===== src/rtl/rv32_mc_pkg.sv =====
// rv32_mc_pkg: shared state, opcode and datapath-select encodings for the RV32 multi-cycle core.
package rv32_mc_pkg;
  typedef enum logic [3:0] {
    S_FETCH, S_DECODE, S_EXEC_R, S_EXEC_I, S_ALU_WB, S_MEM_ADDR,
    S_MEM_RD, S_MEM_WB, S_MEM_WR, S_BRANCH, S_JAL, S_TRAP
  } state_t;
  localparam logic [6:0] OP_R      = 7'b0110011;
  localparam logic [6:0] OP_I      = 7'b0010011;
  localparam logic [6:0] OP_LOAD   = 7'b0000011;
  localparam logic [6:0] OP_STORE  = 7'b0100011;
  localparam logic [6:0] OP_BRANCH = 7'b1100011;
  localparam logic [6:0] OP_JAL    = 7'b1101111;
  localparam logic [2:0] F3_BEQ = 3'b000;
  localparam logic [2:0] F3_BNE = 3'b001;
  localparam logic [1:0] SRCA_PC = 2'b00, SRCA_OLDPC = 2'b01, SRCA_A = 2'b10;
  localparam logic [1:0] SRCB_B = 2'b00, SRCB_4 = 2'b01, SRCB_IMM = 2'b10;
  localparam logic [1:0] ALU_ADD = 2'b00, ALU_SUB = 2'b01, ALU_RFUNCT = 2'b10, ALU_IFUNCT = 2'b11;
  localparam logic [1:0] WB_ALUOUT = 2'b00, WB_MDR = 2'b01, WB_PC = 2'b10;
  localparam logic PCSRC_ALU = 1'b0, PCSRC_ALUOUT = 1'b1;

  function automatic state_t decode_next(input logic [6:0] op);
    return op == OP_R ? S_EXEC_R :
           op == OP_I ? S_EXEC_I :
           (op == OP_LOAD || op == OP_STORE) ? S_MEM_ADDR :
           op == OP_BRANCH ? S_BRANCH :
           op == OP_JAL ? S_JAL : S_TRAP;
  endfunction
endpackage


===== src/rtl/rv32_mem_timeout.sv =====
// rv32_mem_timeout: saturating wait counter that flags a memory request left un-acked too long.
module rv32_mem_timeout #(
  parameter int MEM_TIMEOUT = 16,
  parameter int CNT_W = 8
) (
  input  logic clk,
  input  logic reset,
  input  logic clear,
  input  logic count,
  output logic expire
);
  localparam logic [CNT_W-1:0] LAST = CNT_W'(MEM_TIMEOUT - 1);
  logic [CNT_W-1:0] cnt;
  always_ff @(posedge clk)
    if (reset || clear) cnt <= '0;
    else if (count && cnt != '1) cnt <= cnt + 1'b1;
  // MEM_TIMEOUT of zero turns the watchdog off entirely
  assign expire = (MEM_TIMEOUT != 0) && count && cnt == LAST;
endmodule


===== src/rtl/rv32_multi_cycle_control.sv =====
// rv32_multi_cycle_control: FETCH/DECODE/EXEC/MEM/WB sequencer over a single shared memory port.
module rv32_multi_cycle_control
  import rv32_mc_pkg::*;
#(
  parameter int MEM_TIMEOUT = 16,
  parameter int CNT_W = 8
) (
  input  logic       clk,
  input  logic       reset,
  input  logic [6:0] opcode,
  input  logic [2:0] funct3,
  input  logic       ZERO,
  input  logic       mem_ready,
  output logic       mem_req,
  output logic       mem_we,
  output logic       IorD,
  output logic       IRWrite,
  output logic       PCWrite,
  output logic       PCSource,
  output logic [1:0] ALUSrcA,
  output logic [1:0] ALUSrcB,
  output logic [1:0] ALUOp,
  output logic       RegWrite,
  output logic [1:0] wb_sel,
  output logic       insn_retired,
  output logic       illegal_insn,
  output logic       bus_error,
  output logic       halted
);
  state_t state, next;
  logic in_mem, tmo, br_ok, taken;
  assign in_mem = state == S_FETCH || state == S_MEM_RD || state == S_MEM_WR;
  assign br_ok = funct3 == F3_BEQ || funct3 == F3_BNE;
  assign taken = (funct3 == F3_BEQ && ZERO) || (funct3 == F3_BNE && !ZERO);

  // the counter is held clear outside memory states, so every access starts from zero
  rv32_mem_timeout #(.MEM_TIMEOUT(MEM_TIMEOUT), .CNT_W(CNT_W)) u_tmo (
    .clk(clk),
    .reset(reset),
    .clear(!in_mem || mem_ready),
    .count(in_mem && !mem_ready),
    .expire(tmo)
  );

  always_ff @(posedge clk)
    if (reset) state <= S_FETCH;
    else state <= next;

  always_comb begin
    next = state;
    case (state)
      S_FETCH:           next = tmo ? S_TRAP : mem_ready ? S_DECODE : S_FETCH;
      S_DECODE:          next = decode_next(opcode);
      S_EXEC_R, S_EXEC_I: next = S_ALU_WB;
      S_MEM_ADDR:        next = opcode == OP_LOAD ? S_MEM_RD : S_MEM_WR;
      S_MEM_RD:          next = tmo ? S_TRAP : mem_ready ? S_MEM_WB : S_MEM_RD;
      S_MEM_WR:          next = tmo ? S_TRAP : mem_ready ? S_FETCH : S_MEM_WR;
      S_BRANCH:          next = br_ok ? S_FETCH : S_TRAP;
      S_ALU_WB, S_MEM_WB, S_JAL: next = S_FETCH;
      default:           next = S_TRAP;
    endcase
  end

  always_comb begin
    mem_req = 1'b0;
    mem_we = 1'b0;
    IorD = 1'b0;
    IRWrite = 1'b0;
    PCWrite = 1'b0;
    PCSource = PCSRC_ALU;
    ALUSrcA = SRCA_PC;
    ALUSrcB = SRCB_B;
    ALUOp = ALU_ADD;
    RegWrite = 1'b0;
    wb_sel = WB_ALUOUT;
    insn_retired = 1'b0;
    illegal_insn = 1'b0;
    bus_error = 1'b0;
    halted = 1'b0;
    case (state)
      S_FETCH: begin
        mem_req = 1'b1;
        ALUSrcB = SRCB_4;
        IRWrite = mem_ready;
        PCWrite = mem_ready;
        bus_error = tmo;
      end
      S_DECODE: begin
        ALUSrcA = SRCA_OLDPC;
        ALUSrcB = SRCB_IMM;
        illegal_insn = decode_next(opcode) == S_TRAP;
      end
      S_EXEC_R: begin
        ALUSrcA = SRCA_A;
        ALUOp = ALU_RFUNCT;
      end
      S_EXEC_I: begin
        ALUSrcA = SRCA_A;
        ALUSrcB = SRCB_IMM;
        ALUOp = ALU_IFUNCT;
      end
      S_ALU_WB: begin
        RegWrite = 1'b1;
        insn_retired = 1'b1;
      end
      S_MEM_ADDR: begin
        ALUSrcA = SRCA_A;
        ALUSrcB = SRCB_IMM;
      end
      S_MEM_RD: begin
        mem_req = 1'b1;
        IorD = 1'b1;
        bus_error = tmo;
      end
      S_MEM_WB: begin
        RegWrite = 1'b1;
        wb_sel = WB_MDR;
        insn_retired = 1'b1;
      end
      S_MEM_WR: begin
        mem_req = 1'b1;
        IorD = 1'b1;
        mem_we = 1'b1;
        insn_retired = mem_ready;
        bus_error = tmo;
      end
      S_BRANCH: begin
        ALUSrcA = SRCA_A;
        ALUOp = ALU_SUB;
        PCWrite = taken;
        PCSource = PCSRC_ALUOUT;
        insn_retired = br_ok;
        illegal_insn = !br_ok;
      end
      S_JAL: begin
        RegWrite = 1'b1;
        wb_sel = WB_PC;
        PCWrite = 1'b1;
        PCSource = PCSRC_ALUOUT;
        insn_retired = 1'b1;
      end
      default: halted = 1'b1;
    endcase
    if (reset) begin
      mem_req = 1'b0;
      IRWrite = 1'b0;
      PCWrite = 1'b0;
      RegWrite = 1'b0;
      insn_retired = 1'b0;
      illegal_insn = 1'b0;
      bus_error = 1'b0;
    end
  end
endmodule


===== config.mk =====
export PLATFORM = sky130hd
export DESIGN_NAME = rv32_multi_cycle_control
export DESIGN_NICKNAME = d
export VERILOG_FILES = /design/src/rtl/rv32_mc_pkg.sv /design/src/rtl/rv32_mem_timeout.sv /design/src/rtl/rv32_multi_cycle_control.sv
export SDC_FILE = /design/constraint.sdc
export NUM_CORES = 1
export LEC_CHECK = 0
export ABC_AREA = 1
export CORE_ASPECT_RATIO = 0.9
export CORE_MARGIN = 4
export CORE_UTILIZATION = 50
export DETAILED_ROUTE_END_ITERATION = 8
export GPL_ROUTABILITY_DRIVEN = 0
export GPL_TIMING_DRIVEN = 0
export HOLD_SLACK_MARGIN = 0.03
export PLACE_DENSITY_LB_ADDON = 0.15
export SETUP_SLACK_MARGIN = 0.05
export SLEW_MARGIN = 0
export SYNTH_ARGS = -nofsm -noshare
export SYNTH_HDL_FRONTEND = slang
export SYNTH_SLANG_ARGS = --single-unit
export TNS_END_PERCENT = 1

===== constraint.sdc =====
create_clock -name clk -period 2.7 [get_ports clk]
set_input_delay 0.405 -clock clk [delete_from_list [all_inputs] [get_ports clk]]
set_output_delay 0.405 -clock clk [all_outputs]
set_load 0.05 [all_outputs]

==> impl_metrics.ini <==
[die]
core_mm2 = 0.002008
io_pins = 33
rows = 15
die_h_um = 52.65
dieArea_mm2 = 0.003033
start_util = 0.5514
die_w_um = 57.61

[global_routing]
antenna_found_initial = 0
grt_max_degree = 11
grt_pass1_vias = 1147
grt_usage = 0.2097
grt_pass1_wl_um = 4836
overflow = 0

[power]
p_total_uw = 1303
switching_share = 0.5626
p_leak_uw = 0.0006764
combPwrFrac = 0.699
intPower_uw = 569.8
clockPowerShare = 0.118
power_density_mw_per_mm2 = 870.4
power.switching_uw = 732.8
max-vdd-ir-drop_v = 0.0006364
p_seq_frac = 0.182

[place]
port_buffers = 32
dpl.hpwl_um = 2269
place_ws_ps = -67.84

[drt]
via_count = 1238
avgViaCountPerCell = 5.095
ant_nets = 0
wl_per_cell_um = 11.56
finalWirelength_um = 2809
drc = 0
drt_first_pass_iters = 4
detail_route.iter0.violations = 32

[critical_path]
slowest_stage = clkdlybuf4s50_1
cp_cell_sequence = nor2_1, nand2_2, inv_1, nand2_1, nor2_1, clkdlybuf4s50_1
end_kind = primary output
critical_path_class = reg -> out
cpPeakStageDelay_ps = 810
crit_arrival_ps = 2130
crit_top_cell = nor2_1
required_ps = 2300
worstPathMaxFanout = 5
crit_buf_inv = 2
cp-start-kind = flop
critPathTopFamily = buffers and inverters

[clock_tree]
cts_buffers = 3
cts_hold_buf = 0
cts-resized-gates = 5
clk-insertion-delay-late_ps = 290
cts_sinks = 12
clock-root-buffer = clkbuf_4
cts.htree.levels = 1
cts_buffer_depth = 2
cts_tree = yes
clk_pin_slew_ps = 90
postCtsSetupBuffers = 0

[min_path]
holdCritPathClass = reg -> reg

[sta]
setup_viol = 0
fin_worst_skew_ps = 7.030
setup_tns_ps = 0
clock.fmax_ghz = 0.3950
rsz0062_at_grt = true
timing.final.ws_setup_ps = 168.5
finalCriticalPeriod_ps = 2531
timing.final.crit_share = 0.9376
drv_slew = 0
worstMarginPinSlew_ps = 526.8
hold_viol = 0
maxSlewHeadroom = 0.6477

[yosys]
netlist_instances = 182
synth_cell_type_count = 26
seq_area_frac_synth = 0.2169
syn-cell-area_mm2 = 0.001107
yosysWarnings = 0
synth_area_per_cell_um2 = 6.084
synth-seq-cells = 12
synth_nets = 197

[layout]
syn_to_final_growth_pct = 35.14
final_cell_mix = nand2_1, nor2_1, inv_1, clkdlybuf4s50_1, dfxtp_1
drive_above_1_share = 0.1789
diodes = 0
nets = 234
final_common_cell = nand2_1
fin_util = 0.7452

[job]
max_cap_viol_count = 0

[status]
status = completed
through the flow:
step                      std cells  area [um^2]  hold slack, ps
after floorplan                 182         1114           473.7
after global placement          239         1465           485.3
after detailed placement        239         1465           510.8
after CTS                       243         1495           522.7
after global routing            243         1496           555.3
final                           243         1496           515.4
worst register-to-register path, delay by kind of cell, from the launching register on:
kind,cells,cell delay [ps]
simple gates,5,750
flops,1,370
fa+ha+maj,1,260
compound gates,1,110
cell usage after synthesis:
library cell  count  share of area
nand2_1          46           0.16
nor2_1           28          0.095
inv_1            27          0.092
dfxtp_1          12           0.22
nand2_2          11          0.062
nand3_1          11          0.050
a21oi_2           8          0.063
nand4_1           4          0.023
nor2_2            4          0.023
o21ai_0           4          0.018
xnor2_1           4          0.032
a21oi_1           3          0.014
inv_2             2         0.0068
nand3_2           2          0.018
nand3_4           2          0.032
nor2_4            2          0.020
nor3_1            2         0.0090
xor2_1            2          0.016
a31oi_1           1         0.0057
clkbuf_1          1         0.0034
ha_1              1          0.011
inv_6             1         0.0079
nor3_2            1         0.0090
o211ai_1          1         0.0068
o21a_1            1         0.0068
o21ai_1           1         0.0045
flip-flops by register name (all words and copies together), names as in the netlist:
signal and flops:
u_tmo.cnt 8, state 4
per-layer routing:
layer | track usage | wire [um]
met1 | 0.2614 | 1291
met2 | 0.3383 | 1223
met3 | 0.05419 | 269
met4 | 0.09266 | 24
met5 | 0 | 0
cells by family after synthesis:
| kind of cell | Yosys count | share of synthesized area |
|---|---|---|
| AO/OA/AOI/OAI | 19 | 0.1186 |
| XOR/XNOR | 6 | 0.04746 |
| adder cells (fa/ha/maj) | 1 | 0.01130 |
| buffers and inverters | 31 | 0.1096 |
| flip-flops | 12 | 0.2169 |
| AND/OR/NAND/NOR | 113 | 0.4960 |
worst paths after layout:
| check | from | end | slack [ps] | depth (start not counted) |
|---|---|---|---|---|
| max | state[3]$_SDFF_PP0_ | IRWrite | 170 | 6 |
| min | u_tmo.cnt[0]$_SDFFE_PP0P_ | u_tmo.cnt[0]$_SDFFE_PP0P_ | 520 | 2 |
| max reg2reg | u_tmo.cnt[0]$_SDFFE_PP0P_ | state[0]$_SDFF_PP0_ | 1150 | 7 |
| min reg2reg | u_tmo.cnt[0]$_SDFFE_PP0P_ | u_tmo.cnt[0]$_SDFFE_PP0P_ | 520 | 2 |
final cells by class:
| cell class | count | area [um^2] |
|---|---|---|
| Timing Repair Buffer | 32 | 314.1 |
| Buffer | 1 | 5.005 |
| Tap cell | 25 | 31.28 |
| Sequential cell | 12 | 240.2 |
| Clock buffer | 4 | 36.28 |
| Fill cell | 158 | 511.7 |
| Multi-Input combinational cell | 139 | 752.0 |
| Inverter | 30 | 117.6 |
power groups by stage:
stage          clock, uW  sequential (uW)  combinational (uW)
2_1_floorplan          0              233                 676
3_3_place_gp           0              239                 902
3_5_place_dp           0              241                 919
4_1_cts              157              237                 913
5_1_grt              163              243                 981
6_report             154              238                 911
Power figures use the tool's default switching activity.
